File: config.mk
export PLATFORM = sky130hd
export DESIGN_NAME = dmem_arbiter
export DESIGN_NICKNAME = d
export VERILOG_FILES = /design/src/rtl/dmem_arb_pkg.sv /design/src/rtl/dmem_burst_gen.sv /design/src/rtl/dmem_arbiter.sv
export SDC_FILE = /design/constraint.sdc
export NUM_CORES = 1
export LEC_CHECK = 0
export ABC_AREA = 1
export BUFFER_PORTS_ARGS = -buffer_cell sky130_fd_sc_hd__buf_2
export CAP_MARGIN = 20
export CORE_MARGIN = 8
export CORE_UTILIZATION = 48
export CTS_CLUSTER_DIAMETER = 40
export DETAILED_ROUTE_END_ITERATION = 8
export PLACE_DENSITY_LB_ADDON = 0.25
export REMOVE_ABC_BUFFERS = 1
export SLEW_MARGIN = 20
export SYNTH_ARGS = -nofsm -noshare
export SYNTH_HDL_FRONTEND = slang
export SYNTH_SLANG_ARGS = --single-unit
File: constraint.sdc
create_clock -name clk -period 3.55 [get_ports clk]
set_input_delay 0.355 -clock clk [delete_from_list [all_inputs] [get_ports clk]]
set_output_delay 0.355 -clock clk [all_outputs]
set_load 0.02 [all_outputs]
File: src/rtl/dmem_arb_pkg.sv
// Shared types and constants for the data-memory arbiter.
package dmem_arb_pkg;

    typedef enum logic {
        IDLE      = 1'b0,
        DBG_BURST = 1'b1
    } state_t;

    // Write-enable encoding shared by the CPU port and the memory port.
    localparam logic [1:0] WE_NONE = 2'b00;
    localparam logic [1:0] WE_WORD = 2'b01;
    localparam logic [1:0] WE_HALF = 2'b10;
    localparam logic [1:0] WE_BYTE = 2'b11;

endpackage

File: src/rtl/dmem_burst_gen.sv
// Debug burst address generator: latches the burst base, counts beats and
// produces the wrapping beat address plus a final-beat flag.
module dmem_burst_gen #(
    parameter int AW        = 10,
    parameter int BURST_LEN = 4
) (
    input  logic          clk,
    input  logic          rst,
    input  logic          start,
    input  logic          advance,
    input  logic [AW-1:0] base_in,
    output logic [AW-1:0] addr,
    output logic          last
);

    localparam int BW = $clog2(BURST_LEN + 1);

    logic [AW-1:0] base;
    logic [BW-1:0] beat;

    // Base register and beat counter; beat 0 is issued directly from the
    // request address, so the counter starts at 1.
    // NOTE: state registers use non-blocking assignments so every flop
    // samples the pre-edge values regardless of block ordering.
    always_ff @(posedge clk or negedge rst) begin
        if (!rst) begin
            base <= '0;
            beat <= '0;
        end else if (start) begin
            base <= base_in;
            beat <= BW'(1);
        end else if (advance) begin
            beat <= last ? '0 : beat + BW'(1);
        end
    end

    // Address arithmetic wraps naturally modulo 2^AW.
    assign addr = base + AW'(beat);
    assign last = (beat == BW'(BURST_LEN - 1));

endmodule

File: src/rtl/dmem_arbiter.sv
// Single-port data-memory arbiter between the CPU load/store port and the
// debug/display burst reader. Read data is registered one cycle after grant.
// Optional debug aging (forced grant after MAX_WAIT starved cycles) is
// enabled by defining DMEM_ARB_AGING_EN; default build is strict CPU priority.
module dmem_arbiter
    import dmem_arb_pkg::*;
#(
    parameter int AW        = 10,
    parameter int DW        = 32,
    parameter int BURST_LEN = 4,
    parameter int MAX_WAIT  = 8
) (
    input  logic          clk,
    input  logic          rst,
    input  logic          cpu_req,
    input  logic [1:0]    cpu_we,
    input  logic [AW-1:0] cpu_addr,
    input  logic [DW-1:0] cpu_wdata,
    output logic          cpu_gnt,
    output logic          cpu_rvalid,
    output logic [DW-1:0] cpu_rdata,
    input  logic          dbg_req,
    input  logic [AW-1:0] dbg_addr,
    output logic          dbg_gnt,
    output logic          dbg_rvalid,
    output logic [DW-1:0] dbg_rdata,
    output logic          dbg_last,
    output logic          busy,
    output logic [DW-1:0] mem_a,
    output logic [DW-1:0] mem_wd,
    output logic [1:0]    mem_we,
    input  logic [DW-1:0] mem_rd
);

    state_t        state, state_next;
    logic [AW-1:0] addr_sel;
    logic [AW-1:0] burst_addr;
    logic          burst_last;
    logic          burst_adv;
    logic          forced;
    logic          cpu_rd_gnt;
    logic          dbg_beat;
    logic          dbg_final;

    dmem_burst_gen #(
        .AW        (AW),
        .BURST_LEN (BURST_LEN)
    ) u_burst_gen (
        .clk     (clk),
        .rst     (rst),
        .start   (dbg_gnt),
        .advance (burst_adv),
        .base_in (dbg_addr),
        .addr    (burst_addr),
        .last    (burst_last)
    );

`ifdef DMEM_ARB_AGING_EN
    localparam int WW = $clog2(MAX_WAIT + 1);
    logic [WW-1:0] wait_cnt;

    // Starvation counter: counts cycles the CPU wins while debug waits,
    // saturating at MAX_WAIT; cleared when debug is finally granted.
    always_ff @(posedge clk or negedge rst) begin
        if (!rst) begin
            wait_cnt <= '0;
        end else if (dbg_gnt) begin
            wait_cnt <= '0;
        end else if (dbg_req && cpu_gnt && (wait_cnt != WW'(MAX_WAIT))) begin
            wait_cnt <= wait_cnt + WW'(1);
        end
    end

    assign forced = (wait_cnt == WW'(MAX_WAIT));
`else
    logic unused_max_wait;
    assign unused_max_wait = (MAX_WAIT != 0);
    assign forced          = 1'b0;
`endif

    // Arbitration state register.
    always_ff @(posedge clk or negedge rst) begin
        if (!rst) state <= IDLE;
        else      state <= state_next;
    end

    // Grant decision, next state and memory-port mux.
    always_comb begin
        // NOTE: every output of this block gets a default first, so no path
        // leaves a signal unassigned and no latch is inferred.
        state_next = state;
        cpu_gnt    = 1'b0;
        dbg_gnt    = 1'b0;
        burst_adv  = 1'b0;
        addr_sel   = '0;
        mem_wd     = '0;
        mem_we     = WE_NONE;
        unique case (state)
            IDLE: begin
                if (cpu_req && !forced) begin
                    cpu_gnt  = 1'b1;
                    addr_sel = cpu_addr;
                    mem_wd   = cpu_wdata;
                    mem_we   = cpu_we;
                end else if (dbg_req) begin
                    dbg_gnt    = 1'b1;
                    addr_sel   = dbg_addr;
                    state_next = (BURST_LEN > 1) ? DBG_BURST : IDLE;
                end
            end
            DBG_BURST: begin
                burst_adv = 1'b1;
                addr_sel  = burst_addr;
                if (burst_last) state_next = IDLE;
            end
            default: state_next = IDLE;
        endcase
    end

    assign mem_a      = DW'(addr_sel);
    assign busy       = (state == DBG_BURST);
    assign cpu_rd_gnt = cpu_gnt && (cpu_we == WE_NONE);
    assign dbg_beat   = dbg_gnt || burst_adv;
    assign dbg_final  = (burst_adv && burst_last) || (dbg_gnt && (BURST_LEN == 1));

    // Read-return registers: capture mem_rd on granted reads and pulse the
    // matching valid for one cycle; data holds until the next capture.
    always_ff @(posedge clk or negedge rst) begin
        if (!rst) begin
            cpu_rvalid <= 1'b0;
            cpu_rdata  <= '0;
            dbg_rvalid <= 1'b0;
            dbg_rdata  <= '0;
            dbg_last   <= 1'b0;
        end else begin
            cpu_rvalid <= cpu_rd_gnt;
            dbg_rvalid <= dbg_beat;
            dbg_last   <= dbg_final;
            if (cpu_rd_gnt) cpu_rdata <= mem_rd;
            if (dbg_beat)   dbg_rdata <= mem_rd;
        end
    end

endmodule
=== After elaboration in Yosys (flattened, before gate mapping) ===
Index checks and enable logic that the tools add are counted.

* Bits in registers: 81
* Latch bits: 0
* Bits in writable memories: 0
* ROM bits: 0
* Input bits: 90
* Logic and storage cells: 35
* Memories kept: 0

* $add $sub $neg: 2
* Multiply operators: 0
* Divide/modulo/power cells: 0
* Order comparisons: 0
* Eq/ne operators: 1
* Shifts and indexed selects: 0
* Multiplexer cells: 18
* Bitwise logic cells: 1
* Reductions and logical operators: 5

{| class="wikitable"
|+ Operator list
! cell !! count
|-
| 32-bit two-way mux || 2
|-
| 10-bit two-way mux || 2
|-
| 10-bit case mux with 2 select lines || 1
|-
| 10-bit by 3-bit adder with 10-bit output || 1
|-
| 3-bit two-way mux || 3
|-
| 1-bit two-way mux || 7
|-
| 2-bit two-way mux || 2
|-
| 3-bit by 1-bit adder with 3-bit output, second input constant || 1
|-
| 3-bit by 2-bit equality test with 1-bit output, second input constant || 1
|-
| 1-bit logical AND || 2
|-
| 2-bit logical NOT || 1
|-
| 1-bit case mux with 2 select lines || 1
|-
| 2-bit nonzero test || 1
|-
| 1-bit logical OR || 1
|-
| 1-bit NOT || 1
|}

=== Longest topological paths before layout ===
* Depth after elaboration: 4
* Gate-level depth with buffers: 9
* Mapped depth without buffers: 9

=== Hierarchy ===
Synthesis repeated with hierarchy kept, for this count alone.

* Cell total of the unflattened synthesis: 559
* Area, all modules: 4225.3 um2

{| class="wikitable"
|+ By module, submodules not included
! module !! times used !! cells an instance !! area each (um2) !! seq. area each (um2)
|-
| dmem_arbiter || 1 || 455 || 3427.0 || 1701.6
|-
| dmem_burst_gen || 1 || 104 || 798.3 || 325.3
|}

=== Least setup slack after synthesis ===
No wires, ideal clock.

* Path type: reg2out
* From: register u_burst_gen.beat[0]
* To: output port mem_a[8]
* Arrival: 1.574 ns
* Data required time: 3.195 ns
* Slack: 1.621 ns
* Cell stages (with the launch flop): 10
* Cells stage by stage: dfrtp_1 > ha_1 > fa_1 > nand2_1 > nand2_1 > nand3_1 > nor2_1 > nand2_1 > nand3_1 > nand2_1

* Cells in the longest elaborated chain, start to end: 2

{| class="wikitable"
|+ RTL lines
! element !! RTL line !! text
|-
| start: declaration || dmem_burst_gen.sv:19 || <nowiki>logic [BW-1:0] beat;</nowiki>
|-
| start signal: assignment || dmem_burst_gen.sv:33 || <nowiki>beat <= last ? '0 : beat + BW'(1);</nowiki>
|-
| 10-bit by 3-bit adder with 10-bit output || dmem_burst_gen.sv:38 || <nowiki>assign addr = base + AW'(beat);</nowiki>
|-
| 10-bit case mux with 2 select lines || dmem_arbiter.sv:98 || <nowiki>unique case (state)</nowiki>
|-
| end: declaration || dmem_arbiter.sv:29 || <nowiki>output logic [DW-1:0] mem_a,</nowiki>
|}

No other way between the ends.

=== Final worst setup path ===
* From: register state (netlist: busy)
* To: output port mem_a[2]

* Cells in the longest elaborated chain, start to end: 2

{| class="wikitable"
|+ RTL lines
! element !! RTL line !! text
|-
| start: declaration || dmem_arbiter.sv:35 || <nowiki>state_t state, state_next;</nowiki>
|-
| start signal: assignment || dmem_arbiter.sv:84 || <nowiki>else state <= state_next;</nowiki>
|-
| 1-bit NOT || n/a ||
|-
| 10-bit case mux with 2 select lines * || dmem_arbiter.sv:98 ||
|}

Mark *: on every way between the ends. The rest lies on a longest branch, timed or not.

==> impl_metrics.json <==
{
  "async_flop_share_pct": 100,
  "dieWidth_um": 107,
  "cap_violations": 0,
  "h-tree-depth": 3,
  "dpl.cell_count": 772,
  "post-route-period-util_pct": 70.6,
  "cts_sinks": 81,
  "regToRegSetupSlack_ns": 1.87,
  "multiInputGateArea_um2": 1520,
  "tightest_slew_ns": 0.736,
  "power.leakage_nw": 3.01,
  "p_sw_mw": 1.98,
  "cts_buffers": 9,
  "holdWs_ns": 0.0145,
  "synth_flop_cell": "dfrtp_1",
  "cts_buffer_depth": 2,
  "netlist_area_um2": 3980,
  "antennaDiodeCount": 0,
  "ys_seq_elements": 81,
  "dr.first_iter.drc_count": 233,
  "required_ns": 3.19,
  "ys_warn_count": 0,
  "timing.critical_path.mode_cell": "nand3_1",
  "run_status": "completed",
  "total_power_mw": 4.34,
  "antenna_left": 0,
  "cts_setup_buffers": 0,
  "clk_pin_slew_ns": 0.09,
  "fp.dieH_um": 107,
  "fillCellCount": 734,
  "seq_area_frac_synth_pct": 50.9,
  "drc": 0,
  "powerDensity_nw_per_um2": 847,
  "post-place-ws_ns": 1.08,
  "vias": 3745,
  "setup_viol": 0,
  "post_drt_wl_per_cell_um": 14.6,
  "post_cts_resize_count": 0,
  "synth_edf_count": 0,
  "grt_pass1_vias": 3819,
  "stdcell_count": 788,
  "io_pins": 226,
  "placed_area_um2": 4890,
  "critPathMaxStageDelay_ns": 0.49,
  "dr.pass1.iters": 4,
  "timing.fmax_mhz": 399,
  "grt_pass1_wl_mm": 18.6,
  "postCtsHoldBufs": 0,
  "numPortBuffers": 203,
  "min_period_ns": 2.51,
  "p_clk_share_pct": 17.6,
  "place_congestion": 0.892,
  "worst_slack_ns": 1.04,
  "relSlewSlack_pct": 50.9,
  "insertion_delay_ns": 0.35,
  "rows": 33,
  "drv_slew": 0,
  "ir_drop_v": 0.000397,
  "seq_area_um2": 2030,
  "p_int_mw": 2.36,
  "hold_path_class": "in -> async",
  "dpl.hpwl_mm": 8.89,
  "wirelength_mm": 11.5,
  "combinationalPowerShare_pct": 47.0,
  "via_per_inst": 4.75,
  "critPathKind": "reg -> out",
  "grt_start_max_net_pins": 82,
  "endpoint_kind": "primary output",
  "critPathSlowestCell": "inv_1",
  "nNetsFinal": 773,
  "rsz0062_at_grt": "false",
  "hold_violations": 0,
  "setup_tns_ns": 0,
  "cts_tree": "built",
  "cp_max_fo": 12,
  "synthCells": 488,
  "cp_data_arrival_time_ns": 2.15,
  "yosysUniqueCellTypes": 30,
  "initial_core_util_pct": 48.9,
  "overflow": 0,
  "die-area_um2": 11500,
  "finalClockSkew_ns": 0.00943,
  "cts-root-buf": "clkbuf_8",
  "switching_share_pct": 45.7,
  "drive_gt1_share_pct": 34.6,
  "coreArea_um2": 8130,
  "cp-start-kind": "flop",
  "seqPwrFrac_pct": 35.4,
  "grtUsageTotal_pct": 19.9,
  "syn2layout_area_growth_pct": 28.7,
  "stdcell_area_um2": 5120,
  "antenna_found_initial": 0,
  "utilization_pct": 62.9,
  "syn_area_per_cell_um2": 8.15,
  "crit_chain": "inv_8 > nand3_1 > inv_1 > nand2_1 > nand3_1 > buf_2"
}
==> cells in the final DEF (no fill, tap or decap) <==
cell type,count
buf_2,202
nand2_1,163
dfrtp_1,81
nor2_1,47
o21ai_0,44
inv_1,41
conb_1,22
nand3_1,15
a21oi_1,10
clkbuf_8,9
o21ai_2,7
o21bai_1,6
o21ai_1,5
ha_1,4
inv_2,3
nand4_1,3
inv_8,2
nand2_4,2
bufinv_16,2
inv_6,2
clkinv_1,1
nand2_2,1
a22oi_1,1
a31oi_1,1
nand2_8,1
inv_4,1
o22ai_1,1
mux2_4,1
fa_1,1
clkbuf_1,1
clkinv_4,1
buf_6,1
buf_4,1
==> power by group through the flow <==
stage,registers [mW],logic (mW),clock network [mW]
after floorplan,1.97,0.847,0
after global placement,1.54,2.03,0
after detailed placement,1.55,2.07,0
after CTS,1.54,2.07,0.784
after global routing,1.58,2.26,0.819
final,1.54,2.04,0.764
==> routing by layer <==
layer	global-route usage, %	vias to the layer above	part of all wire, %
li1	-	1848	-
met1	22.3	1719	39
met2	35.5	170	51
met3	5.58	8	8.1
met4	6.63	0	1.1
met5	0	-	0
==> logic make-up after synthesis <==
logic type      synth area share, %
buf+inv                        12.8
fa+ha+maj                      1.76
mux                           0.377
other cells                  0.0942
simple gates                   23.4
flops                          50.9
compound gates                 10.6
==> sequential cells by signal (all words and copies together) (netlist names) <==
register	cells
u_burst_gen.beat	3
dbg_rdata	32
cpu_rdata	32
busy	1
cpu_rvalid	1
dbg_last	1
u_burst_gen.base	10
dbg_rvalid	1
==> final cells by class <==
class	instances	share of cell area [%]
inverter	47	3.64
tap	105	2.57
timing repair buffer	204	20.1
clock inverter	6	1.91
clock buffer	10	2.49
multi-input combinational	335	29.7
sequential	81	39.6
==> worst paths after layout <==
kind,from,endpoint,cells after the start
worst max-delay path,busy,mem_a[2],6
worst min-delay path,rst,dbg_rdata[18],1
worst max register to register,busy,cpu_rdata[31],7
worst min register to register,dbg_rdata[5],dbg_rdata[5],2
max in group asynchronous,rst,cpu_rdata[31],1
min in group clk,mem_rd[4],cpu_rdata[4],3
==> critical path, delay by kind of cell (launching register included) <==
kind | cells | cell delay (ns)
and+or+nand+nor | 3 | 0.58
DFF | 1 | 0.45
buffers and inverters | 3 | 0.76
==> Yosys cell counts, types with 2 or more instances <==
cell type  number  area share (%)
buf_4          24             4.5
o21bai_1        6             1.1
nor2_1         47             4.4
inv_1          41             3.9
nand2_4         2            0.57
o21ai_0        44             5.5
clkbuf_1        8            0.75
o21ai_1         5            0.63
ha_1            4             1.3
dfrtp_1        81              51
nand2_1       163              15
o21ai_2         7             1.5
nand3_1        15             1.9
a21oi_1        10             1.3
buf_6           7             2.0
buf_2           6            0.75
inv_2           3            0.28
nand4_1         3            0.47
Power figures use the tool's default switching activity.
